===== src/rtl/adder32_ctrl_pkg.sv =====
// adder32_ctrl_pkg: shared ALU function codes and controller state encoding.
package adder32_ctrl_pkg;
  localparam logic ALUFN_ADD = 1'b0;
  localparam logic ALUFN_SUB = 1'b1;
  typedef enum logic [1:0] {
    IDLE = 2'd0,
    EXEC = 2'd1,
    RESP = 2'd2
  } state_t;
endpackage


===== src/rtl/adder32.sv =====
// adder32: 32-bit add/subtract with zero, signed-overflow and negative flags.
module adder32
  import adder32_ctrl_pkg::*;
(
  input  logic [31:0] A,
  input  logic [31:0] B,
  input  logic        ALUFN,
  output logic [31:0] sum,
  output logic        Z,
  output logic        V,
  output logic        N
);
  logic [31:0] b_eff;
  always_comb begin
    b_eff = (ALUFN == ALUFN_SUB) ? ~B : B;
    sum   = A + b_eff + {31'b0, ALUFN};
    Z     = (sum == 32'b0);
    N     = sum[31];
    V     = (A[31] == b_eff[31]) && (sum[31] != A[31]);
  end
endmodule


===== src/rtl/adder32_ctrl.sv =====
// adder32_ctrl: request/response wrapper around adder32 with accumulator and
// saturating overflow counter; one request in flight, two-cycle latency.
module adder32_ctrl
  import adder32_ctrl_pkg::*;
#(
  parameter int OVF_CNT_W = 8
) (
  input  logic                 clk,
  input  logic                 rst_n,
  input  logic                 req_valid,
  output logic                 req_ready,
  input  logic [31:0]          req_a,
  input  logic [31:0]          req_b,
  input  logic                 req_alufn,
  input  logic                 req_acc,
  input  logic                 acc_clr,
  output logic                 rsp_valid,
  input  logic                 rsp_ready,
  output logic [31:0]          rsp_sum,
  output logic                 rsp_z,
  output logic                 rsp_v,
  output logic                 rsp_n,
  output logic [31:0]          acc,
  output logic [OVF_CNT_W-1:0] ovf_cnt
);
  state_t                 state_q, state_d;
  logic [31:0]            op_a_q, op_a_d, op_b_q, op_b_d;
  logic                   alufn_q, alufn_d;
  logic [31:0]            sum_q, sum_d, acc_q, acc_d;
  logic                   z_q, z_d, v_q, v_d, n_q, n_d;
  logic [OVF_CNT_W-1:0]   ovf_q, ovf_d, ovf_base;
  logic [31:0]            add_sum;
  logic                   add_z, add_v, add_n;
  logic                   accept, commit;

  adder32 u_adder (
    .A     (op_a_q),
    .B     (op_b_q),
    .ALUFN (alufn_q),
    .sum   (add_sum),
    .Z     (add_z),
    .V     (add_v),
    .N     (add_n)
  );

  always_comb begin
    accept   = (state_q == IDLE) && req_valid;
    commit   = (state_q == EXEC);
    state_d  = (state_q == IDLE) ? (req_valid ? EXEC : IDLE) :
               (state_q == EXEC) ? RESP :
               (state_q == RESP) ? (rsp_ready ? IDLE : RESP) : IDLE;
    // a same-cycle clear must zero an accumulator operand being captured
    op_a_d   = accept ? (req_acc ? (acc_clr ? 32'b0 : acc_q) : req_a) : op_a_q;
    op_b_d   = accept ? req_b : op_b_q;
    alufn_d  = accept ? req_alufn : alufn_q;
    sum_d    = commit ? add_sum : sum_q;
    z_d      = commit ? add_z : z_q;
    v_d      = commit ? add_v : v_q;
    n_d      = commit ? add_n : n_q;
    // commit beats clear: the count restarts from zero but still counts this V
    ovf_base = acc_clr ? '0 : ovf_q;
    ovf_d    = (commit && add_v) ? ((&ovf_base) ? ovf_base : ovf_base + 1'b1) : ovf_base;
    acc_d    = commit ? add_sum : (acc_clr ? 32'b0 : acc_q);
  end

  always_ff @(posedge clk or negedge rst_n) begin
    if (!rst_n) begin
      state_q <= IDLE;
      op_a_q  <= '0;
      op_b_q  <= '0;
      alufn_q <= ALUFN_ADD;
      sum_q   <= '0;
      z_q     <= 1'b1;
      v_q     <= 1'b0;
      n_q     <= 1'b0;
      acc_q   <= '0;
      ovf_q   <= '0;
    end else begin
      state_q <= state_d;
      op_a_q  <= op_a_d;
      op_b_q  <= op_b_d;
      alufn_q <= alufn_d;
      sum_q   <= sum_d;
      z_q     <= z_d;
      v_q     <= v_d;
      n_q     <= n_d;
      acc_q   <= acc_d;
      ovf_q   <= ovf_d;
    end
  end

  assign req_ready = (state_q == IDLE);
  assign rsp_valid = (state_q == RESP);
  assign rsp_sum   = sum_q;
  assign rsp_z     = z_q;
  assign rsp_v     = v_q;
  assign rsp_n     = n_q;
  assign acc       = acc_q;
  assign ovf_cnt   = ovf_q;
endmodule


===== config.mk =====
export PLATFORM = sky130hd
export DESIGN_NAME = adder32_ctrl
export DESIGN_NICKNAME = d
export VERILOG_FILES = /design/src/rtl/adder32_ctrl_pkg.sv /design/src/rtl/adder32.sv /design/src/rtl/adder32_ctrl.sv
export SDC_FILE = /design/constraint.sdc
export NUM_CORES = 1
export LEC_CHECK = 0
export ABC_AREA = 1
export BUFFER_PORTS_ARGS = -buffer_cell sky130_fd_sc_hd__buf_2
export CAP_MARGIN = 30
export CORE_MARGIN = 5
export CORE_UTILIZATION = 57
export DETAILED_ROUTE_END_ITERATION = 8
export MAX_ROUTING_LAYER = met4
export PLACE_DENSITY = 0.93
export SYNTH_ARGS = -nofsm -noshare
export SYNTH_HDL_FRONTEND = slang
export SYNTH_SLANG_ARGS = --single-unit

===== constraint.sdc =====
create_clock -name clk -period 3.3 [get_ports clk]
set_input_delay 0.825 -clock clk [delete_from_list [all_inputs] [get_ports clk]]
set_output_delay 0.825 -clock clk [all_outputs]
set_load 0.1 [all_outputs]

==> reports/metrics.yaml, run 1 <==
wl_per_cell_um: 16.10
io_pins: 148
synth.largest_area_cell: "dfrtp_1"
placed_area_um2: 9499
synth-seq-cells: 141
hpwlAfterDp_mm: 17.90
arrival_ns: 3.16
worst_ep_required_time_ns: 3.67
cpPeakStageDelay_ns: 0.39
cts_buffers: 17
antenna_found_initial: 0
drt_wl_total_mm: 24.49
slowest_stage: "dfrtp_1"
grt_pass1_vias: 7904
r2r_slack_ns: 0.51
cts_root_buf: "clkbuf_16"
synth_area_um2: 8576
syn2layout_area_growth_pct: 17.45
drive_gt1_share_pct: 17.88
setup-violations-final: 0
num_antenna_cells: 0
post_cts_buffers: 0
final_nets: 1430
drtIter0Drc: 880
yosysSeqAreaShare_pct: 41.16
cpMostUsedCell: "nand2_1"
vias: 8411
slew_viol_final: 0
start_util_pct: 58.56
cp_max_fo: 33
grtUsageTotal_pct: 28.54
synth_edf_count: 0
grt_pass1_wl_mm: 39.51
routabilityCongestion: 1.034
core_area_um2: 14640
post-route-min-period_ns: 2.789
syn_nets: 1295
status: "finished, final reports clean"
synth_top_area_share_pct: 40.85
rows: 44
max_slew_margin_pct: 52.78
hold_path_class: "primary input to async pin"
finalHoldViolations: 0
numPortBuffers: 147
fillers: 1283
postSynthAreaPerCell_um2: 7.213
htreeDepth: 4
drtPass1Iterations: 8
clock_latency_ns: 0.43
rsz0062_at_grt: "false"
vias_per_cell: 5.530
grt_max_degree: 66
path_cells: "buf_12 > xor2_1 > ha_1 > nand2_1 > nor2_1 > nand3_1 > nand3_1 > nand2_1 > nand4_1 > nand2_1 > nor2_1 > nand4_1 > nor2_1 > nand2_1 > nand2_1"
synth_cells: 1189
postRouteAntennaNets: 0
tightest_slew_ns: 0.7083
die_w_um: 132.7
fmax_mhz: 358.6
die_area_um2: 17600
critPathCaptureType: "flop"
critPathBufInv: 1
drc_errors: 0
cap_violations: 0
cts.path.max_buffers: 2
worstSetupStartpointType: "flop"
die_y_um: 132.7
finalSetupTns_ns: 0
synthTopCellsByArea: "dfrtp_1 41%, nand2_1 19%, nand3_1 6.7%"
synth.distinct_cells: 42
clk_pin_slew_worst_paths_ns: 0.06
fin_skew_ns: 0.007286
worstSetupPathType: "flop to flop"
design_area_um2: 10070
cts_tree: "built"
ys.flop_type: "dfrtp_1"
cts_sinks: 141
crit_family: "simple AND/OR/NAND/NOR gates"
grt-ovfl-total: 0
cts_resized: 0
synth_warnings: 0
min_period_over_period_pct: 84.51
synth-async-reset-ratio_pct: 100.0
cts_hold_buf: 0
## final timing paths
kind / from / end / cells past startpoint
min in group clk: rsp_sum[7] / rsp_sum[7] / 2
min: rst_n / acc[23] / 1
max reg2reg: alufn_q / rsp_z / 15
max: alufn_q / rsp_z / 15
min reg2reg: rsp_sum[7] / rsp_sum[7] / 2
max in group asynchronous: rst_n / rsp_z / 2
## registers in the layout (all words and copies together) (netlist names)
| signal | flops |
|---|---|
| alufn_q | 1 |
| rsp_z | 1 |
| state_q | 2 |
| rsp_sum | 32 |
| op_b_q | 32 |
| rsp_v | 1 |
| acc | 32 |
| ovf_cnt | 8 |
| op_a_q | 32 |
## area by class of cell
| cell class | instances | area [um^2] | share of cell area [%] |
|---|---|---|---|
| tap | 184 | 230.2 | 2.286 |
| clock inverter | 10 | 88.84 | 0.8820 |
| timing repair buffer | 158 | 862.1 | 8.559 |
| inverter | 119 | 446.7 | 4.435 |
| multi-input combinational | 887 | 4431 | 43.99 |
| clock buffer | 22 | 484.2 | 4.807 |
| sequential | 141 | 3530 | 35.04 |
## stage by stage
step / std cells / setup WS, ns / hold slack, ns / utilization, %
3_3_place_gp: 1489 / 0.6158 / 0.4576 / 64.87
4_1_cts: 1521 / 0.5876 / 0.3200 / 68.78
2_1_floorplan: 1189 / 0.3048 / 0.4679 / -
3_5_place_dp: 1489 / 0.5919 / 0.4610 / 64.87
5_1_grt: 1521 / 0.3270 / 0.3455 / 68.78
6_report: 1521 / 0.5111 / 0.3082 / 68.78
## metal layers
metal	up-vias	global-route usage (%)	routed length, um
met1	3944	38.87	10450
met4	0	8.603	471
met3	40	5.201	2087
met2	394	43.87	11480
li1	4033	-	-
met5	-	-	0
## cell usage in the layout, fill, tap and decap left out, types with 5 or more instances in the layout
cell       instances
a21oi_1           82
buf_2            146
buf_4              8
clkbuf_16         17
dfrtp_1          140
ha_1              34
inv_1            106
inv_2             12
nand2_1          438
nand2_2            7
nand2_4            8
nand3_1          114
nand3b_1           6
nand4_1            9
nor2_1            92
nor2_2             6
o21ai_0           12
xnor2_1            5
xor2_1            38
## cell usage after synthesis (3+ instances only)
cell        n
nand2_2     6
clkbuf_1   35
a21oi_1    82
nand2_4     8
xnor2_1     5
nor2_1     92
buf_1       3
ha_1       34
xor2_1     38
nor3_2      3
inv_1     107
nand4_1     9
o21ai_0    12
inv_2      10
or2_2       3
nor3_1      4
nand3b_1    6
nand2_1   439
o21bai_1    4
dfrtp_1   140
nand3_1   114
nor2_2      6
## logic make-up (layout without fill, tap and decap cells)
kind of cell	Yosys count	count (layout)	share of synthesized area (%)
buf+inv	161	309	7.208
fa+ha+maj	35	35	5.194
compound gates	110	110	7.091
simple gates	699	699	34.96
xor+xnor	43	43	4.392
flops	141	141	41.16
## worst reg2reg max path, delay by kind of cell, from the launching register on
kind                       cells  cell delay [ns]
xor gates and xnor gates       1             0.20
adders and majority gates      1             0.39
buffers and inverters          1             0.20
DFF                            1             0.39
and+or+nand+nor               12             1.55
Power of run 1 is left out: the tool's default activity adds up to more than one toggle a clock period on the data nets, which glitch-free logic cannot reach.
==> run 2: changes to the inputs <==
Clock period 3.3 ns to 2.9 ns, I/O delays scaled along.
==> run 2 against run 1 <==
  * Flip-flop and latch count is the same
  * Utilization grew 0.92 points
  * Clock skew is essentially flat
  * Wire length is essentially flat
  * Via count shrank 0.17%
  * Maximum frequency grew 2.5%
  * Non-clock buffer count grew 7
  * Count of clock-buffer cells in the layout shrank 2
  * Global-route usage grew 0.52 points
  * Critical endpoint unchanged
  * Largest cell class unchanged
  * Highest routed layer unchanged
==> reports/metrics.yaml, run 2 (same netlist as run 1, synthesis figures left out) <==
routabilityCongestion: 1.010  # was 1.034
drive_gt1_share_pct: 19.05  # was 17.88%
vias: 8397  # was 8411
grt_pass1_wl_mm: 40.33  # was 39.51 mm
rsz0062_at_grt: "false"  # unchanged
final_nets: 1437  # was 1430
slowest_stage: "dfrtp_1"  # unchanged
io_pins: 148  # unchanged
arrival_ns: 3.09  # was 3.16 ns
cts.path.max_buffers: 2  # unchanged
critPathBufInv: 2  # was 1
critPathCaptureType: "flop"  # unchanged
status: "finished, final reports clean"  # unchanged
fmax_mhz: 367.5  # was 358.6 MHz
num_antenna_cells: 0  # unchanged
cts_hold_buf: 0  # unchanged
max_slew_margin_pct: 52.76  # was 52.78%
worstSetupStartpointType: "flop"  # unchanged
wl_per_cell_um: 16.03  # was 16.10 um
mostFrequentLayoutCell: "nand2_1"  # unchanged
die_y_um: 132.7  # unchanged
grt_max_degree: 78  # was 66
grt_pass1_vias: 8308  # was 7904
min_period_over_period_pct: 93.82  # was 84.51%
finalHoldViolations: 0  # unchanged
clk_pin_slew_worst_paths_ns: 0.06  # about the same
drc_errors: 0  # unchanged
start_util_pct: 58.56  # unchanged
cpMostUsedCell: "nand2_1"  # unchanged
cts_root_buf: "clkbuf_16"  # unchanged
cts_sinks: 141  # unchanged
rows: 44  # unchanged
antenna_found_initial: 0  # unchanged
cpPeakStageDelay_ns: 0.43  # was 0.39 ns
drt_wl_total_mm: 24.49  # about the same
cts_tree: "built"  # unchanged
mostFrequentLayoutCells: "438 x nand2_1, 146 x buf_2, 140 x dfrtp_1"  # unchanged
clock_latency_ns: 0.43  # about the same
path_cells: "buf_12 > xor2_1 > ha_1 > nand2_1 > nand2_1 > inv_1 > nand2_1 > nand2_1 > nand3_1 > xnor2_1 > nand3_1 > nor2_1 > nand3_1 > nor2_1 > nand2_1 > nand2_1"  # was buf_12 > xor2_1 > ha_1 > nand2_1 > nor2_1 > nand3_1 > nand3_1 > nand2_1 > nand4_1 > nand2_1 > nor2_1 > nand4_1 > nor2_1 > nand2_1 > nand2_1
vias_per_cell: 5.495  # was 5.530
fin_skew_ns: 0.007659  # was 0.007286 ns
worst_ep_required_time_ns: 3.27  # was 3.67 ns
cts_buffers: 17  # unchanged
die_area_um2: 17600  # unchanged
crit_family: "simple AND/OR/NAND/NOR gates"  # unchanged
cp_max_fo: 16  # was 33
slew_viol_final: 0  # unchanged
tightest_slew_ns: 0.7086  # was 0.7083 ns
die_w_um: 132.7  # unchanged
hold_path_class: "primary input to async pin"  # unchanged
worstSetupPathType: "flop to flop"  # unchanged
setup-violations-final: 0  # unchanged
numPortBuffers: 147  # unchanged
htreeDepth: 4  # unchanged
grtUsageTotal_pct: 29.06  # was 28.54%
cap_violations: 0  # unchanged
drtPass1Iterations: 6  # was 8
core_area_um2: 14640  # unchanged
grt-ovfl-total: 0  # unchanged
finalSetupTns_ns: 0  # unchanged
final_core_util_pct: 69.70  # was 68.78%
hpwlAfterDp_mm: 18.53  # was 17.90 mm
postRouteAntennaNets: 0  # unchanged
drtIter0Drc: 668  # was 880
post-route-min-period_ns: 2.721  # was 2.789 ns
syn2layout_area_growth_pct: 19.03  # was 17.45%
==> run 2: cell types whose count changed in the layout (fill, tap and decap cells not counted), sizes merged <==
cell	before	now
bufinv	1	3
clkinvlp	4	2
clkinv	6	8
buf	158	165
clkbuf	22	20
==> run 2: area by class of cell <==
cell class              count  area, um^2
repair buffers            165       922.1
clock inverters            12       143.9
well taps                 184       230.2
multi-input cells         887        4478
flip-flops and latches    141        3530
fillers                  1197        4437
inverters                 119       446.7
clock buffers              20       456.7
==> run 2: worst paths after layout <==
path | from | endpoint | slack (ns) | cells after the start
setup / recovery | alufn_q | rsp_z | 0.18 | 16
hold / removal | rst_n | acc[21] | 0.16 | 1
setup reg to reg | alufn_q | rsp_z | 0.18 | 16
hold reg to reg | rsp_sum[4] | rsp_sum[4] | 0.47 | 2
max in group asynchronous | rst_n | rsp_z | 2.01 | 2
min in group clk | rsp_sum[4] | rsp_sum[4] | 0.47 | 2
==> run 2: timing repair <==
action / CTS / global route
buffers inserted: 0 / 1
setup endpoints to repair: 0 / 9
gates resized for setup: 0 / 12
==> run 2: per-layer routing <==
metal | vias to the layer above | wire, um | GRT usage [%]
met5 | - | 0 | -
met4 | 0 | 761 | 11.26
met3 | 61 | 1661 | 4.935
met2 | 354 | 11480 | 45.52
met1 | 3939 | 10580 | 38.00
li1 | 4043 | - | -
==> run 2: per-stage QoR <==
stage / instances / setup slack, ns / hold WS, ns / cell area, um^2
6_report: 1528 / 0.1791 / 0.1614 / 10210
3_5_place_dp: 1495 / 0.1792 / 0.4604 / 9547
3_3_place_gp: 1495 / 0.1498 / 0.4578 / 9547
4_1_cts: 1527 / 0.1591 / 0.1623 / 10150
2_1_floorplan: 1189 / 0.2634 / 0.4294 / 8578
5_1_grt: 1528 / 0.002023 / 0.1755 / 10210
Power of run 2 is left out for the same reason.
